===== src/rtl/div_unit_if.sv =====
// rtl/div_unit_if.sv - request/result bundle between the EX stage and the divider
interface div_unit_if #(
  parameter int WIDTH = 32
);
  logic             start;
  logic             sign;
  logic [WIDTH-1:0] dataA;
  logic [WIDTH-1:0] dataB;
  logic             busy;
  logic             done;
  logic [WIDTH-1:0] lo;
  logic [WIDTH-1:0] hi;
  logic             divzero;

  modport master (
    output start, sign, dataA, dataB,
    input  busy, done, lo, hi, divzero
  );

  modport slave (
    input  start, sign, dataA, dataB,
    output busy, done, lo, hi, divzero
  );
endinterface


===== src/rtl/div_unit.sv =====
// rtl/div_unit.sv - multi-cycle restoring divider for MIPS DIV/DIVU, one quotient bit per clock
module div_unit #(
  parameter int WIDTH = 32
) (
  input logic      clk,
  input logic      reset,
  div_unit_if.slave bus
);
  localparam int CW = $clog2(WIDTH) + 1;

  typedef enum logic [1:0] {IDLE, CALC, FIX, DONE} state_t;

  state_t           state;
  logic [WIDTH-1:0] rem;
  logic [WIDTH-1:0] quo;
  logic [WIDTH-1:0] dvs;
  logic [CW-1:0]    cnt;
  logic             q_neg;
  logic             r_neg;
  logic             busy_q;
  logic             done_q;
  logic [WIDTH-1:0] lo_q;
  logic [WIDTH-1:0] hi_q;
  logic             divzero_q;

  logic [WIDTH:0]   trial;
  logic [WIDTH-1:0] abs_a;
  logic [WIDTH-1:0] abs_b;

  // The shifted remainder can exceed WIDTH bits when the divisor's MSB is set,
  // so the trial keeps the bit shifted out of rem as its top bit.
  always_comb begin
    trial = {rem, quo[WIDTH-1]} - {1'b0, dvs};
    abs_a = (bus.sign && bus.dataA[WIDTH-1]) ? -bus.dataA : bus.dataA;
    abs_b = (bus.sign && bus.dataB[WIDTH-1]) ? -bus.dataB : bus.dataB;
  end

  always_ff @(posedge clk or negedge reset) begin
    if (!reset) begin
      state     <= IDLE;
      rem       <= '0;
      quo       <= '0;
      dvs       <= '0;
      cnt       <= '0;
      q_neg     <= 1'b0;
      r_neg     <= 1'b0;
      busy_q    <= 1'b0;
      done_q    <= 1'b0;
      lo_q      <= '0;
      hi_q      <= '0;
      divzero_q <= 1'b0;
    end else begin
      case (state)
        IDLE: begin
          if (bus.start) begin
            busy_q <= 1'b1;
            if (bus.dataB == '0) begin
              lo_q      <= '1;
              hi_q      <= bus.dataA;
              divzero_q <= 1'b1;
              state     <= DONE;
            end else begin
              quo   <= abs_a;
              dvs   <= abs_b;
              rem   <= '0;
              cnt   <= '0;
              q_neg <= bus.sign & (bus.dataA[WIDTH-1] ^ bus.dataB[WIDTH-1]);
              r_neg <= bus.sign & bus.dataA[WIDTH-1];
              state <= CALC;
            end
          end
        end
        CALC: begin
          if (!trial[WIDTH]) begin
            rem <= trial[WIDTH-1:0];
            quo <= {quo[WIDTH-2:0], 1'b1};
          end else begin
            rem <= {rem[WIDTH-2:0], quo[WIDTH-1]};
            quo <= {quo[WIDTH-2:0], 1'b0};
          end
          cnt <= cnt + 1'b1;
          if (cnt == CW'(WIDTH - 1)) begin
            state <= FIX;
          end
        end
        FIX: begin
          lo_q      <= q_neg ? -quo : quo;
          hi_q      <= r_neg ? -rem : rem;
          divzero_q <= 1'b0;
          busy_q    <= 1'b0;
          done_q    <= 1'b1;
          state     <= DONE;
        end
        DONE: begin
          // Entered straight from a divide-by-zero accept, done has not pulsed yet.
          if (!done_q) begin
            busy_q <= 1'b0;
            done_q <= 1'b1;
          end else begin
            done_q <= 1'b0;
            state  <= IDLE;
          end
        end
        default: state <= IDLE;
      endcase
    end
  end

  assign bus.busy    = busy_q;
  assign bus.done    = done_q;
  assign bus.lo      = lo_q;
  assign bus.hi      = hi_q;
  assign bus.divzero = divzero_q;
endmodule


===== src/flat_wrapper.sv =====
// flat-port wrapper written by rule: the top's interface ports become plain ports
module div_unit_flat 
#(
  parameter int WIDTH = 32
)
  (clk, reset, bus_start, bus_sign, bus_dataA, bus_dataB, bus_busy, bus_done, bus_lo, bus_hi, bus_divzero);
  div_unit_if #(.WIDTH(WIDTH)) bus_i ();
  input logic clk;
  input logic reset;
  input wire logic [$bits(bus_i.start)-1:0] bus_start;
  input wire logic [$bits(bus_i.sign)-1:0] bus_sign;
  input wire logic [$bits(bus_i.dataA)-1:0] bus_dataA;
  input wire logic [$bits(bus_i.dataB)-1:0] bus_dataB;
  output wire logic [$bits(bus_i.busy)-1:0] bus_busy;
  output wire logic [$bits(bus_i.done)-1:0] bus_done;
  output wire logic [$bits(bus_i.lo)-1:0] bus_lo;
  output wire logic [$bits(bus_i.hi)-1:0] bus_hi;
  output wire logic [$bits(bus_i.divzero)-1:0] bus_divzero;
  assign bus_i.start = bus_start;
  assign bus_i.sign = bus_sign;
  assign bus_i.dataA = bus_dataA;
  assign bus_i.dataB = bus_dataB;
  assign bus_busy = bus_i.busy;
  assign bus_done = bus_i.done;
  assign bus_lo = bus_i.lo;
  assign bus_hi = bus_i.hi;
  assign bus_divzero = bus_i.divzero;
  div_unit #(.WIDTH(WIDTH)) u_core (.clk(clk), .reset(reset), .bus(bus_i));
endmodule

===== config.mk =====
export PLATFORM = sky130hd
export DESIGN_NAME = div_unit_flat
export DESIGN_NICKNAME = d
export VERILOG_FILES = /design/src/rtl/div_unit_if.sv /design/src/rtl/div_unit.sv /design/src/flat_wrapper.sv
export SDC_FILE = /design/constraint.sdc
export NUM_CORES = 1
export LEC_CHECK = 0
export BUFFER_PORTS_ARGS = -buffer_cell sky130_fd_sc_hd__buf_2
export CAP_MARGIN = 15
export CORE_MARGIN = 4
export CORE_UTILIZATION = 50
export CTS_BUF_LIST = sky130_fd_sc_hd__clkbuf_8
export DETAILED_ROUTE_END_ITERATION = 10
export GPL_TIMING_DRIVEN = 0
export PLACE_DENSITY = 0.74
export SYNTH_ARGS = -nofsm -noshare
export SYNTH_HDL_FRONTEND = slang
export SYNTH_SLANG_ARGS = --single-unit

===== constraint.sdc =====
create_clock -name clk -period 3.1 [get_ports clk]
set_clock_uncertainty 0.1 [all_clocks]
set_input_delay 0.31 -clock clk [delete_from_list [all_inputs] [get_ports clk]]
set_output_delay 0.31 -clock clk [all_outputs]
set_load 0.1 [all_outputs]

==> run_results.csv <==
group,metric,value,unit
outcome,status,"finished, final reports clean",
pwr,p_per_area,1200,mW/mm^2
worst_setup_path,startpoint_type,"flop",
cts,tritoncts,"yes",
placed_design,portBuffers,133,
placed_design,placed_area,0.0131,mm^2
synth,netlist_instances,1438,
die,dieArea,0.0265,mm^2
flow_run,drv_cap,0,
die,initial_core_util,0.508,
die,std_cell_rows,56,
route,wl_per_cell,17.9,um
worst_setup_path,cp_max_fo,10,
cts,clkSinkCount,173,
timing,fin_crit_sh,0.991,
grt,antenna_found_initial,1,
layout,drive_gt1_frac,0.177,
route,viasPerCell,5.81,
timing,drv_slew,0,
die,core,0.0235,mm^2
pwr,leakage,5.97,nW
placed_design,globalplace.congestion,0.975,
layout,final_area,0.0139,mm^2
grt,grt_pass1_vias,10600,
synth,synth-main-ff-cell,"dfrtp_1",
worst_setup_path,ff2ff_setup_slack,0.03,ns
synth,syn-num-nets,1548,
route,first_iter_violations,1178,
layout,final_nets,1715,
worst_setup_path,cp_slowest_cell,"dfrtp_1",
synth,ys.warnings.count,0,
timing,finalHoldViolCount,0,
grt,grt_max_degree,95,
synth,syn_area,0.0120,mm^2
pwr,irDropWorstVdd,691,uV
route,final_antenna_net_count,0,
cts,root_buffer,"clkbuf_8",
cts,htree_levels,4,
timing,tightest_slew,0.831,ns
layout,seqCellArea,0.00434,mm^2
die,fp.dieH,163,um
route,drc,0,
layout,fillers,2174,
route,num_vias,11300,
synth,synth.avg_cell_area,8.32,um^2
die,ios,135,
worst_setup_path,arrival,3.32,ns
synth,ys_async_sr_fraction,1.00,
layout,multi_input_area,0.00722,mm^2
worst_setup_path,worstSetupPathType,"reg -> reg",
timing,fmax,0.325,GHz
cts,clk_pin_slew_worst_paths,0.10,ns
synth,synth_edf_count,0,
timing,slew_headroom,0.444,
grt,grt_usage,0.255,
layout,area_growth,15.8,%
die,fp.dieW,163,um
synth,ys_seq_area_frac,0.362,
synth,synthDistinctLibCells,72,
timing,holdWs,0.0270,ns
cts,cts_inserted_buffers,17,
worst_setup_path,cpPeakStageDelay,0.48,ns
cts,clock_path_buffers,2,
worst_setup_path,crit_chain,"ha_1 > a21o_1 > o21bai_1 > a221o_1 > nand4_1 > a21oi_1 > or3_4 > buf_12 > mux2i_1 > o21ai_1",
grt,grt_pass1_wl,54200,um
route,dr.pass1.iters,8,
grt,overflow,0,
timing,finalCriticalPeriod,3.07,ns
timing,fin_tns_setup,0,ns
cts,clock_latency,0.48,ns
route,drt_wl_total,34600,um
layout,utilization,0.589,
synth,synth_seq_cells,173,
worst_setup_path,crit_required,3.34,ns
worst_setup_path,end_kind,"flop",
min_path,hold_path.class,"in -> reg",
timing,setup_viol,0,
placed_design,hpwl,27100,um
==> critical path: cells and delay by family, from the launching register on <==
family | cells | cell delay [ns]
flops | 1 | 0.48
fa+ha+maj | 1 | 0.42
mux | 1 | 0.17
simple gates | 2 | 0.60
compound gates | 5 | 0.99
buf+inv | 1 | 0.17
==> repair_timing <==
item / in CTS / in global routing
resized for setup: 24 / 54
hold endpoints to repair: 93 / 0
setup buffers: 7 / 12
pin swaps: 7 / 9
endpoints found under the setup margin: 101 / 89
hold buffers: 1 / 0
==> cells in the final DEF (no fill, tap or decap), drive strengths merged, types with 13 or more instances in the layout <==
cell | Yosys | final
nor3 | 19 | 19
ha | 41 | 41
inv | 56 | 63
or3 | 19 | 19
o31ai | 31 | 31
nor2 | 115 | 115
buf | 37 | 185
o41ai | 15 | 15
xnor2 | 56 | 56
o21ai | 161 | 161
o22ai | 15 | 15
clkbuf | 54 | 70
mux2i | 36 | 36
a31oi | 40 | 40
dfrtp | 173 | 173
a21oi | 77 | 77
a22oi | 13 | 13
nand2 | 195 | 195
nand3 | 26 | 26
xor2 | 89 | 89
a211oi | 14 | 14
==> logic make-up (layout without fill, tap and decap cells) <==
group	Yosys count	count (layout)	share of synthesized area
AO/OA/AOI/OAI	439	439	0.228
AND/OR/NAND/NOR	455	455	0.179
other	0	1	0
XOR/XNOR	145	145	0.106
multiplexers	36	36	0.0301
adder cells (fa/ha/maj)	42	42	0.0445
buffers and inverters	148	328	0.0510
flip-flops	173	173	0.362
==> per-layer routing <==
metal | vias to the layer above | GRT usage | wire length, um
li1 | 5446 | - | -
met1 | 5293 | 0.317 | 13800
met2 | 430 | 0.445 | 17000
met3 | 87 | 0.0397 | 2610
met4 | 0 | 0.103 | 1260
met5 | - | 0 | 0
==> synthesized netlist by cell type, types with 9 or more instances <==
master / instances / area share
a31oi_1: 40 / 0.021
a211oi_1: 14 / 0.0088
clkbuf_1: 54 / 0.017
or4_1: 10 / 0.0063
o41ai_1: 15 / 0.011
nand4_1: 11 / 0.0057
or3_1: 17 / 0.0089
xor2_1: 89 / 0.065
o211ai_1: 12 / 0.0075
buf_2: 32 / 0.013
a22oi_1: 13 / 0.0082
nor3_1: 17 / 0.0071
dfrtp_1: 173 / 0.36
a21o_1: 12 / 0.0075
o22ai_1: 15 / 0.0078
nor2_1: 114 / 0.036
o21ai_0: 155 / 0.065
a21oi_1: 77 / 0.032
nand2_1: 195 / 0.061
mux2i_1: 36 / 0.030
nand3_1: 25 / 0.010
o31ai_1: 28 / 0.018
xnor2_1: 56 / 0.041
inv_1: 56 / 0.018
nor4_1: 9 / 0.0047
ha_1: 41 / 0.043
==> sequential cells by signal, indices dropped and copies added (netlist names) <==
register and cells:
u_core.bus.busy 1, u_core.bus.divzero 1, u_core.dvs 32, u_core.state 2, u_core.bus.hi 32, u_core.cnt 6, u_core.q_neg 1, u_core.bus.lo 32
u_core.bus.done 1, u_core.rem 32, u_core.r_neg 1, u_core.quo 32
==> where the power goes <==
part	internal, mW	switching, mW	total (mW)
Clock	0.808	0.908	1.72
Sequential	3.18	0.833	4.01
Combinational	3.50	7.47	11.0
Total	7.48	9.21	16.7
==> area by class of cell <==
cell class,instances,share of cell area
Buffer,85,0.0294
Antenna cell,1,0.000180
Tap cell,319,0.0288
Multi-Input combinational cell,1117,0.521
Clock inverter,15,0.0132
Sequential cell,173,0.313
Timing Repair Buffer,154,0.0626
Inverter,57,0.0154
Clock buffer,17,0.0169
==> through the flow <==
stage	total power [mW]	worst slack, ns	std cells
after floorplan	11.9	0.0409	1438
after global routing	17.8	-0.0242	1938
after detailed placement	14.3	-0.797	1891
after CTS	16.3	0.00230	1928
after global placement	14.1	-1.04	1890
final	16.7	0.0274	1938
==> worst paths after layout <==
check,startpoint,to,depth (start not counted)
max in group asynchronous,reset,u_core.rem[16]$_DFFE_PN0P_,3
max,u_core.rem[14]$_DFFE_PN0P_,u_core.rem[9]$_DFFE_PN0P_,10
min in group asynchronous,reset,u_core.bus.lo[13]$_DFFE_PN0P_,2
min,bus_dataA[12],u_core.bus.hi[12]$_DFFE_PN0P_,3
min reg2reg,u_core.bus.hi[8]$_DFFE_PN0P_,u_core.bus.hi[8]$_DFFE_PN0P_,2
max reg2reg,u_core.rem[14]$_DFFE_PN0P_,u_core.rem[9]$_DFFE_PN0P_,10
Power figures use the tool's default switching activity.
